### src/rtl/mem_arb_pkg.sv
// Shared types for the instruction/data memory port arbiter.
package mem_arb_pkg;

  // Arbiter FSM: idle, or one memory access in flight for fetch or data.
  typedef enum logic [1:0] {
    IDLE    = 2'd0,
    BUSY_IF = 2'd1,
    BUSY_D  = 2'd2
  } state_t;

  // Which requester won the current grant.
  typedef enum logic {
    SRC_IF = 1'b0,
    SRC_D  = 1'b1
  } src_t;

endpackage

### src/rtl/mem_port_arbiter_if.sv
// Bundle of fetch port, data port and memory port signals around the arbiter.
//
// Handshake: a requester raises *_req with its address (and write data) and
// holds all of it until the matching *_valid pulses for one cycle; dropping
// the request in that same cycle is allowed. The memory side sees mem_req
// with stable mem_addr/mem_we/mem_wdata until it answers with a single-cycle
// mem_ready, and mem_rdata is only meaningful while mem_ready is high.
interface mem_port_arbiter_if #(
  parameter int WIDTH = 32
);
  logic             if_req;
  logic [WIDTH-1:0] if_addr;
  logic             if_flush;
  logic [WIDTH-1:0] if_rdata;
  logic             if_valid;

  logic             d_req;
  logic             d_we;
  logic [WIDTH-1:0] d_addr;
  logic [WIDTH-1:0] d_wdata;
  logic [WIDTH-1:0] d_rdata;
  logic             d_valid;

  logic             mem_req;
  logic             mem_we;
  logic [WIDTH-1:0] mem_addr;
  logic [WIDTH-1:0] mem_wdata;
  logic [WIDTH-1:0] mem_rdata;
  logic             mem_ready;

  logic             stall_F;
  logic             stall_MEM;

  // Arbiter view.
  modport slave (
    input  if_req, if_addr, if_flush,
    output if_rdata, if_valid,
    input  d_req, d_we, d_addr, d_wdata,
    output d_rdata, d_valid,
    output mem_req, mem_we, mem_addr, mem_wdata,
    input  mem_rdata, mem_ready,
    output stall_F, stall_MEM
  );

  // Pipeline and memory view.
  modport master (
    output if_req, if_addr, if_flush,
    input  if_rdata, if_valid,
    output d_req, d_we, d_addr, d_wdata,
    input  d_rdata, d_valid,
    input  mem_req, mem_we, mem_addr, mem_wdata,
    output mem_rdata, mem_ready,
    input  stall_F, stall_MEM
  );
endinterface

### src/rtl/mem_arb_starve_cnt.sv
// Counts consecutive data grants made while a fetch was waiting; sat tells
// the arbiter that the fetch must win the next contested grant.
module mem_arb_starve_cnt #(
  parameter int LIMIT = 3
) (
  input  logic clk,
  input  logic rst,
  input  logic inc,
  input  logic clr,
  output logic sat
);
  localparam int CW = (LIMIT < 1) ? 1 : $clog2(LIMIT + 1);
  localparam logic [CW-1:0] LIM = CW'(LIMIT);

  logic [CW-1:0] cnt_q;

  // Saturating counter; a fetch grant restarts the count.
  always_ff @(posedge clk or posedge rst) begin
    if (rst) begin
      cnt_q <= '0;
    end else if (clr) begin
      cnt_q <= '0;
    end else if (inc && (cnt_q != LIM)) begin
      cnt_q <= cnt_q + CW'(1);
    end
  end

  assign sat = (cnt_q == LIM);
endmodule

### src/rtl/mem_port_arbiter.sv
// Shares one single-ported memory between the fetch and data stages. Data
// normally wins; a fetch that has lost STARVE_LIMIT times in a row wins next.
module mem_port_arbiter
  import mem_arb_pkg::*;
#(
  parameter int WIDTH        = 32,
  parameter int STARVE_LIMIT = 3
) (
  input  logic                 clk,
  input  logic                 rst,
  mem_port_arbiter_if.slave    bus,
  output state_t               state_dbg
);
  state_t           state_q, state_d;
  src_t             grant_src;
  logic             grant;
  logic             done;
  logic             starve_sat;
  logic             drop_q;
  logic [WIDTH-1:0] addr_q, wdata_q;
  logic             we_q;
  logic [WIDTH-1:0] if_rdata_q, d_rdata_q;
  logic             if_valid_q, d_valid_q;

  // Grant decision and next state; no grant while a completion is pulsing,
  // so there is always a full idle cycle between accesses.
  always_comb begin
    state_d   = state_q;
    grant     = 1'b0;
    grant_src = SRC_D;
    done      = 1'b0;
    case (state_q)
      IDLE: begin
        if (!(if_valid_q || d_valid_q)) begin
          if (bus.d_req && !(bus.if_req && starve_sat)) begin
            grant     = 1'b1;
            grant_src = SRC_D;
            state_d   = BUSY_D;
          end else if (bus.if_req) begin
            grant     = 1'b1;
            grant_src = SRC_IF;
            state_d   = BUSY_IF;
          end
        end
      end
      BUSY_IF, BUSY_D: begin
        if (bus.mem_ready) begin
          done    = 1'b1;
          state_d = IDLE;
        end
      end
      default: state_d = IDLE;
    endcase
  end

  // FSM state register; reset abandons any access in flight.
  always_ff @(posedge clk or posedge rst) begin
    if (rst) begin
      state_q <= IDLE;
    end else begin
      state_q <= state_d;
    end
  end

  // Capture the winner's request so the memory port stays stable while busy.
  always_ff @(posedge clk or posedge rst) begin
    if (rst) begin
      addr_q  <= '0;
      we_q    <= 1'b0;
      wdata_q <= '0;
    end else if (grant) begin
      if (grant_src == SRC_D) begin
        addr_q  <= bus.d_addr;
        we_q    <= bus.d_we;
        wdata_q <= bus.d_wdata;
      end else begin
        addr_q  <= bus.if_addr;
        we_q    <= 1'b0;
        wdata_q <= '0;
      end
    end
  end

  // A flushed fetch still finishes at the memory, but its result is dropped.
  always_ff @(posedge clk or posedge rst) begin
    if (rst) begin
      drop_q <= 1'b0;
    end else if (state_d == IDLE) begin
      drop_q <= 1'b0;
    end else if ((state_q == BUSY_IF) && bus.if_flush) begin
      drop_q <= 1'b1;
    end
  end

  // Register read data and raise the one-cycle completion pulse.
  always_ff @(posedge clk or posedge rst) begin
    if (rst) begin
      if_rdata_q <= '0;
      d_rdata_q  <= '0;
      if_valid_q <= 1'b0;
      d_valid_q  <= 1'b0;
    end else begin
      if_valid_q <= 1'b0;
      d_valid_q  <= 1'b0;
      if (done && (state_q == BUSY_IF) && !(drop_q || bus.if_flush)) begin
        if_rdata_q <= bus.mem_rdata;
        if_valid_q <= 1'b1;
      end
      if (done && (state_q == BUSY_D)) begin
        d_valid_q <= 1'b1;
        if (!we_q) begin
          d_rdata_q <= bus.mem_rdata;
        end
      end
    end
  end

  mem_arb_starve_cnt #(
    .LIMIT (STARVE_LIMIT)
  ) u_starve_cnt (
    .clk (clk),
    .rst (rst),
    .inc (grant && (grant_src == SRC_D) && bus.if_req),
    .clr (grant && (grant_src == SRC_IF)),
    .sat (starve_sat)
  );

  assign bus.mem_req   = (state_q != IDLE);
  assign bus.mem_we    = (state_q == BUSY_D) && we_q;
  assign bus.mem_addr  = addr_q;
  assign bus.mem_wdata = wdata_q;
  assign bus.if_rdata  = if_rdata_q;
  assign bus.if_valid  = if_valid_q;
  assign bus.d_rdata   = d_rdata_q;
  assign bus.d_valid   = d_valid_q;
  assign bus.stall_F   = bus.if_req & ~if_valid_q;
  assign bus.stall_MEM = bus.d_req & ~d_valid_q;
  assign state_dbg     = state_q;
endmodule
### src/flat_wrapper.sv
// flat-port wrapper written by rule: the top's interface ports become plain ports
module mem_port_arbiter_flat import mem_arb_pkg::*;
#(
  parameter int WIDTH        = 32,
  parameter int STARVE_LIMIT = 3
)
  (clk, rst, state_dbg, bus_if_req, bus_if_addr, bus_if_flush, bus_if_rdata, bus_if_valid, bus_d_req, bus_d_we, bus_d_addr, bus_d_wdata, bus_d_rdata, bus_d_valid, bus_mem_req, bus_mem_we, bus_mem_addr, bus_mem_wdata, bus_mem_rdata, bus_mem_ready, bus_stall_F, bus_stall_MEM);
  mem_port_arbiter_if #(.WIDTH(WIDTH)) bus_i ();
  input  logic clk;
  input  logic rst;
  output state_t state_dbg;
  input wire logic [$bits(bus_i.if_req)-1:0] bus_if_req;
  input wire logic [$bits(bus_i.if_addr)-1:0] bus_if_addr;
  input wire logic [$bits(bus_i.if_flush)-1:0] bus_if_flush;
  output wire logic [$bits(bus_i.if_rdata)-1:0] bus_if_rdata;
  output wire logic [$bits(bus_i.if_valid)-1:0] bus_if_valid;
  input wire logic [$bits(bus_i.d_req)-1:0] bus_d_req;
  input wire logic [$bits(bus_i.d_we)-1:0] bus_d_we;
  input wire logic [$bits(bus_i.d_addr)-1:0] bus_d_addr;
  input wire logic [$bits(bus_i.d_wdata)-1:0] bus_d_wdata;
  output wire logic [$bits(bus_i.d_rdata)-1:0] bus_d_rdata;
  output wire logic [$bits(bus_i.d_valid)-1:0] bus_d_valid;
  output wire logic [$bits(bus_i.mem_req)-1:0] bus_mem_req;
  output wire logic [$bits(bus_i.mem_we)-1:0] bus_mem_we;
  output wire logic [$bits(bus_i.mem_addr)-1:0] bus_mem_addr;
  output wire logic [$bits(bus_i.mem_wdata)-1:0] bus_mem_wdata;
  input wire logic [$bits(bus_i.mem_rdata)-1:0] bus_mem_rdata;
  input wire logic [$bits(bus_i.mem_ready)-1:0] bus_mem_ready;
  output wire logic [$bits(bus_i.stall_F)-1:0] bus_stall_F;
  output wire logic [$bits(bus_i.stall_MEM)-1:0] bus_stall_MEM;
  assign bus_i.if_req = bus_if_req;
  assign bus_i.if_addr = bus_if_addr;
  assign bus_i.if_flush = bus_if_flush;
  assign bus_if_rdata = bus_i.if_rdata;
  assign bus_if_valid = bus_i.if_valid;
  assign bus_i.d_req = bus_d_req;
  assign bus_i.d_we = bus_d_we;
  assign bus_i.d_addr = bus_d_addr;
  assign bus_i.d_wdata = bus_d_wdata;
  assign bus_d_rdata = bus_i.d_rdata;
  assign bus_d_valid = bus_i.d_valid;
  assign bus_mem_req = bus_i.mem_req;
  assign bus_mem_we = bus_i.mem_we;
  assign bus_mem_addr = bus_i.mem_addr;
  assign bus_mem_wdata = bus_i.mem_wdata;
  assign bus_i.mem_rdata = bus_mem_rdata;
  assign bus_i.mem_ready = bus_mem_ready;
  assign bus_stall_F = bus_i.stall_F;
  assign bus_stall_MEM = bus_i.stall_MEM;
  mem_port_arbiter #(.WIDTH(WIDTH), .STARVE_LIMIT(STARVE_LIMIT)) u_core (.clk(clk), .rst(rst), .bus(bus_i), .state_dbg(state_dbg));
endmodule
### config.mk
export PLATFORM = sky130hd
export DESIGN_NAME = mem_port_arbiter_flat
export DESIGN_NICKNAME = d
export VERILOG_FILES = /design/src/rtl/mem_arb_pkg.sv /design/src/rtl/mem_port_arbiter_if.sv /design/src/rtl/mem_arb_starve_cnt.sv /design/src/rtl/mem_port_arbiter.sv /design/src/flat_wrapper.sv
export SDC_FILE = /design/constraint.sdc
export NUM_CORES = 1
export LEC_CHECK = 0
export CAP_MARGIN = 20
export CORE_ASPECT_RATIO = 0.75
export CORE_UTILIZATION = 35
export DETAILED_ROUTE_END_ITERATION = 16
export PLACE_DENSITY = 0.78
export RECOVER_POWER = 25
export SLEW_MARGIN = 25
export SYNTH_ARGS = -nofsm -noshare
export SYNTH_HDL_FRONTEND = slang
export SYNTH_SLANG_ARGS = --single-unit
### constraint.sdc
create_clock -name clk -period 11.7 [get_ports clk]
set_input_delay 2.34 -clock clk [delete_from_list [all_inputs] [get_ports clk]]
set_output_delay 2.34 -clock clk [all_outputs]
set_load 0.02 [all_outputs]
==> impl_metrics.json <==
{
  "grt_start_max_net_pins": 81,
  "syn_nets": 501,
  "ir_drop_mv": 0.163,
  "xor_and_xnor_fraction_of_the_mapped_netlist_area_pct": 0.163,
  "final.setup.tns_ps": 0,
  "routed_via_density": 4.95,
  "switchingPower_mw": 0.963,
  "maxCapViolCount": 3,
  "clockPowerShare_pct": 19.6,
  "critPathMaxFanout": 4,
  "ctsRootBufferMaster": "clkbuf_16",
  "power.combinational.fraction_pct": 49.3,
  "synthCells": 361,
  "max_slew.worst_pin.slew_ps": 3040,
  "die_width_um": 145,
  "worst_ep_required_time_ps": 9360,
  "seqPwrFrac_pct": 31.2,
  "place_worst_setup_slack_ps": 5480,
  "p_leak_nw": 3.96,
  "timing.critical_path.arrival_ps": 3910,
  "timing.clock.skew_ps": 9.57,
  "clk-insertion-delay-late_ps": 400,
  "adder_cell_area_share_of_the_yosys_netlist_pct": 1.16,
  "share_of_the_clock_period_used_by_the_worst_path_after_layout_pct": 53.4,
  "postCtsResizedCells": 0,
  "io_buffers": 270,
  "final_layout_size_suffix_gt1_share_pct": 16.3,
  "antenna_cells_inserted": 0,
  "post_synth_mux_area_share_pct": 13.6,
  "cts_max_path_buffers": 2,
  "detailroute.via_count": 4184,
  "post-synth-top-area-fraction_pct": 63.3,
  "grt_pass1_vias": 4504,
  "place_inst": 813,
  "hpwl_mm": 10.7,
  "cts.clk_slew.worst_paths_ps": 50,
  "tritoncts_clock_tree": "built",
  "final_nets": 772,
  "report.final.hold_viol_count": 0,
  "routed_wl_mm": 14.8,
  "max_transition_margin_pct": -103,
  "fin_ws_ps": 5450,
  "ant_nets": 0,
  "cts.sinks": 136,
  "intPower_mw": 1.71,
  "power.switching_fraction_pct": 36.0,
  "number_of_rows_in_the_core_area": 38,
  "yosys.area_share.simple_pct": 2.79,
  "floorplan.initialDensity_pct": 36.5,
  "cts_hold_buf": 0,
  "initialDrtViolationCount": 187,
  "postSynthRegisterBits": 136,
  "design_power_total_mw": 2.67,
  "number_of_ports_placed_on_the_die_boundary": 271,
  "drt_pass1_iterations": 4,
  "yosysTopAreaCell": "dfrtp_1",
  "synth_top_flop_cell": "dfrtp_1",
  "synth.yosys.seq_area_share_pct": 63.3,
  "synth-async-reset-ratio_pct": 100,
  "hold_ws_ps": 503,
  "area_growth_syn_to_layout_pct": 63.7,
  "cts_max_level": 4,
  "yosys_warnings": 0,
  "filler_free_cell_count_of_the_finished_design": 845,
  "worstSetupStartpointType": "primary input",
  "drc_errors": 0,
  "upper_clock_frequency_limit_mhz": 160,
  "setup_viol_count_final": 0,
  "post-route-min-period_ps": 6250,
  "grt_util_all_layers_pct": 18.9,
  "synth-edff-count": 0,
  "synth_area_in_compound_gates_pct": 16.0,
  "die-area_um2": 15900,
  "remaining_overflow_grt": 0,
  "worstHoldPathType": "register to register",
  "post_synth.cell_area_avg_um2": 14.9,
  "grt_pass1_wl_mm": 23.3,
  "count_of_cell_types_in_the_netlist": 31,
  "cts_inserted_buffers": 17,
  "run_status": "finished, violations left",
  "cts_post_setup_buffers_inserted": 0,
  "cellPowerDensity_nw_per_um2": 303,
  "synth_top_family_by_area": "compound AO/OA/AOI/OAI gates",
  "maxSlewViolCount": 158,
  "gp_congestion": 0.803,
  "dieHeight_um": 109,
  "finish.utilization_pct": 59.7,
  "grt_setup_unrepaired": "no",
  "worst_setup_end_kind": "output pin",
  "core_area_um2": 14700,
  "postLayoutCellArea_um2": 8800,
  "fillCellCount": 1161,
  "synth.top_cells.by_area": "dfrtp_1 63%, mux2_2 13%, a22o_1 10%",
  "drt-wirelength-per-cell_um": 17.5,
  "postPlaceCellArea_um2": 8250,
  "antenna_violations_before_repair": 0,
  "synth_area_um2": 5380,
  "violations": "capacitance limit, slew limit",
  "worst-setup-path-type": "primary input to output pin"
}
## path summary, 6_finish.rpt
path,from,to,slack (ps),cells after the start
hold / removal,u_core.bus.if_rdata[23]$_DFFE_PP0P_,u_core.bus.if_rdata[23]$_DFFE_PP0P_,500,1
setup / recovery,bus_d_req,bus_stall_MEM,5450,3
setup reg to reg,u_core.state_dbg[1]$_DFF_PP0_,u_core.bus.mem_addr[31]$_DFFE_PP0N_,7900,6
min in group asynchronous,rst,u_core.bus.mem_wdata[26]$_DFFE_PP0N_,3090,2
hold reg to reg,u_core.bus.if_rdata[23]$_DFFE_PP0P_,u_core.bus.if_rdata[23]$_DFFE_PP0P_,500,1
max in group asynchronous,rst,u_core.bus.mem_wdata[13]$_DFFE_PP0N_,7060,3
## registers in the layout, indices dropped and copies added, names as in the netlist
register and cells:
u_core.bus.d_rdata 32, u_core.bus.if_rdata 32, u_core.bus.mem_addr 32, u_core.bus.mem_wdata 32, u_core.state_dbg 2, u_core.u_starve_cnt.cnt_q 2, u_core.bus.d_valid 1, u_core.bus.if_valid 1
u_core.drop_q 1, u_core.we_q 1
## cell type report
type / instances / area (um2) / share of cell area, %
clock inverter: 14 / 146 / 1.66
sequential: 136 / 3400 / 38.7
multi-input combinational: 196 / 1810 / 20.5
clock buffer: 18 / 439 / 4.99
inverter: 6 / 23.8 / 0.270
timing repair buffer: 275 / 2740 / 31.1
tap: 200 / 250 / 2.84
## synthesized netlist by cell type (all sizes together), types with 2 or more instances
master	n
a21o	31
a21oi	5
a22o	64
and2	2
buf	18
clkbuf	5
dfrtp	136
ha	5
inv	6
mux2	64
nand2b	2
nor2	7
nor3b	2
## cell usage in the layout (no fill, tap or decap), types with 2 or more instances in the layout
cell type and n:
inv_1 4, ha_1 5, dfrtp_1 136, inv_6 3, clkinv_2 4, clkdlybuf4s50_1 267
buf_4 2, a21o_1 31, bufinv_16 2, clkbuf_16 17, clkinvlp_4 3, a21oi_1 5
nor2_1 6, nor3b_1 2, clkbuf_1 2, dlygate4sd3_1 3, a22o_1 64, mux2_2 63
clkinv_4 2
## critical path: stages
cell             delay, ps
dlygate4sd3_1          570
nor2b_1                310
clkdlybuf4s50_1        680
## per-layer routing
layer	vias up	GRT usage (%)	routed length, um
met2	176	32.9	7570
met5	-	0	0
met4	0	6.62	234
met1	2113	22.5	6140
li1	1877	-	-
met3	18	5.73	866
## kinds of logic after synthesis
logic type	count (synthesis)
DFF	136
and+or+nand+nor	21
adders and majority gates	5
AOI/OAI and AO/OA	104
muxes	65
buffers and inverters	29
xor gates and xnor gates	1
## power by group through the flow
stage / Combinational [mW] / Sequential [mW] / Clock (mW)
floorplan: 0.455 / 1.10 / 0
global placement: 1.30 / 0.823 / 0
detailed placement: 1.33 / 0.836 / 0
CTS: 1.33 / 0.832 / 0.536
global route: 1.39 / 0.863 / 0.562
finish: 1.32 / 0.832 / 0.522
Power figures use the tool's default switching activity.
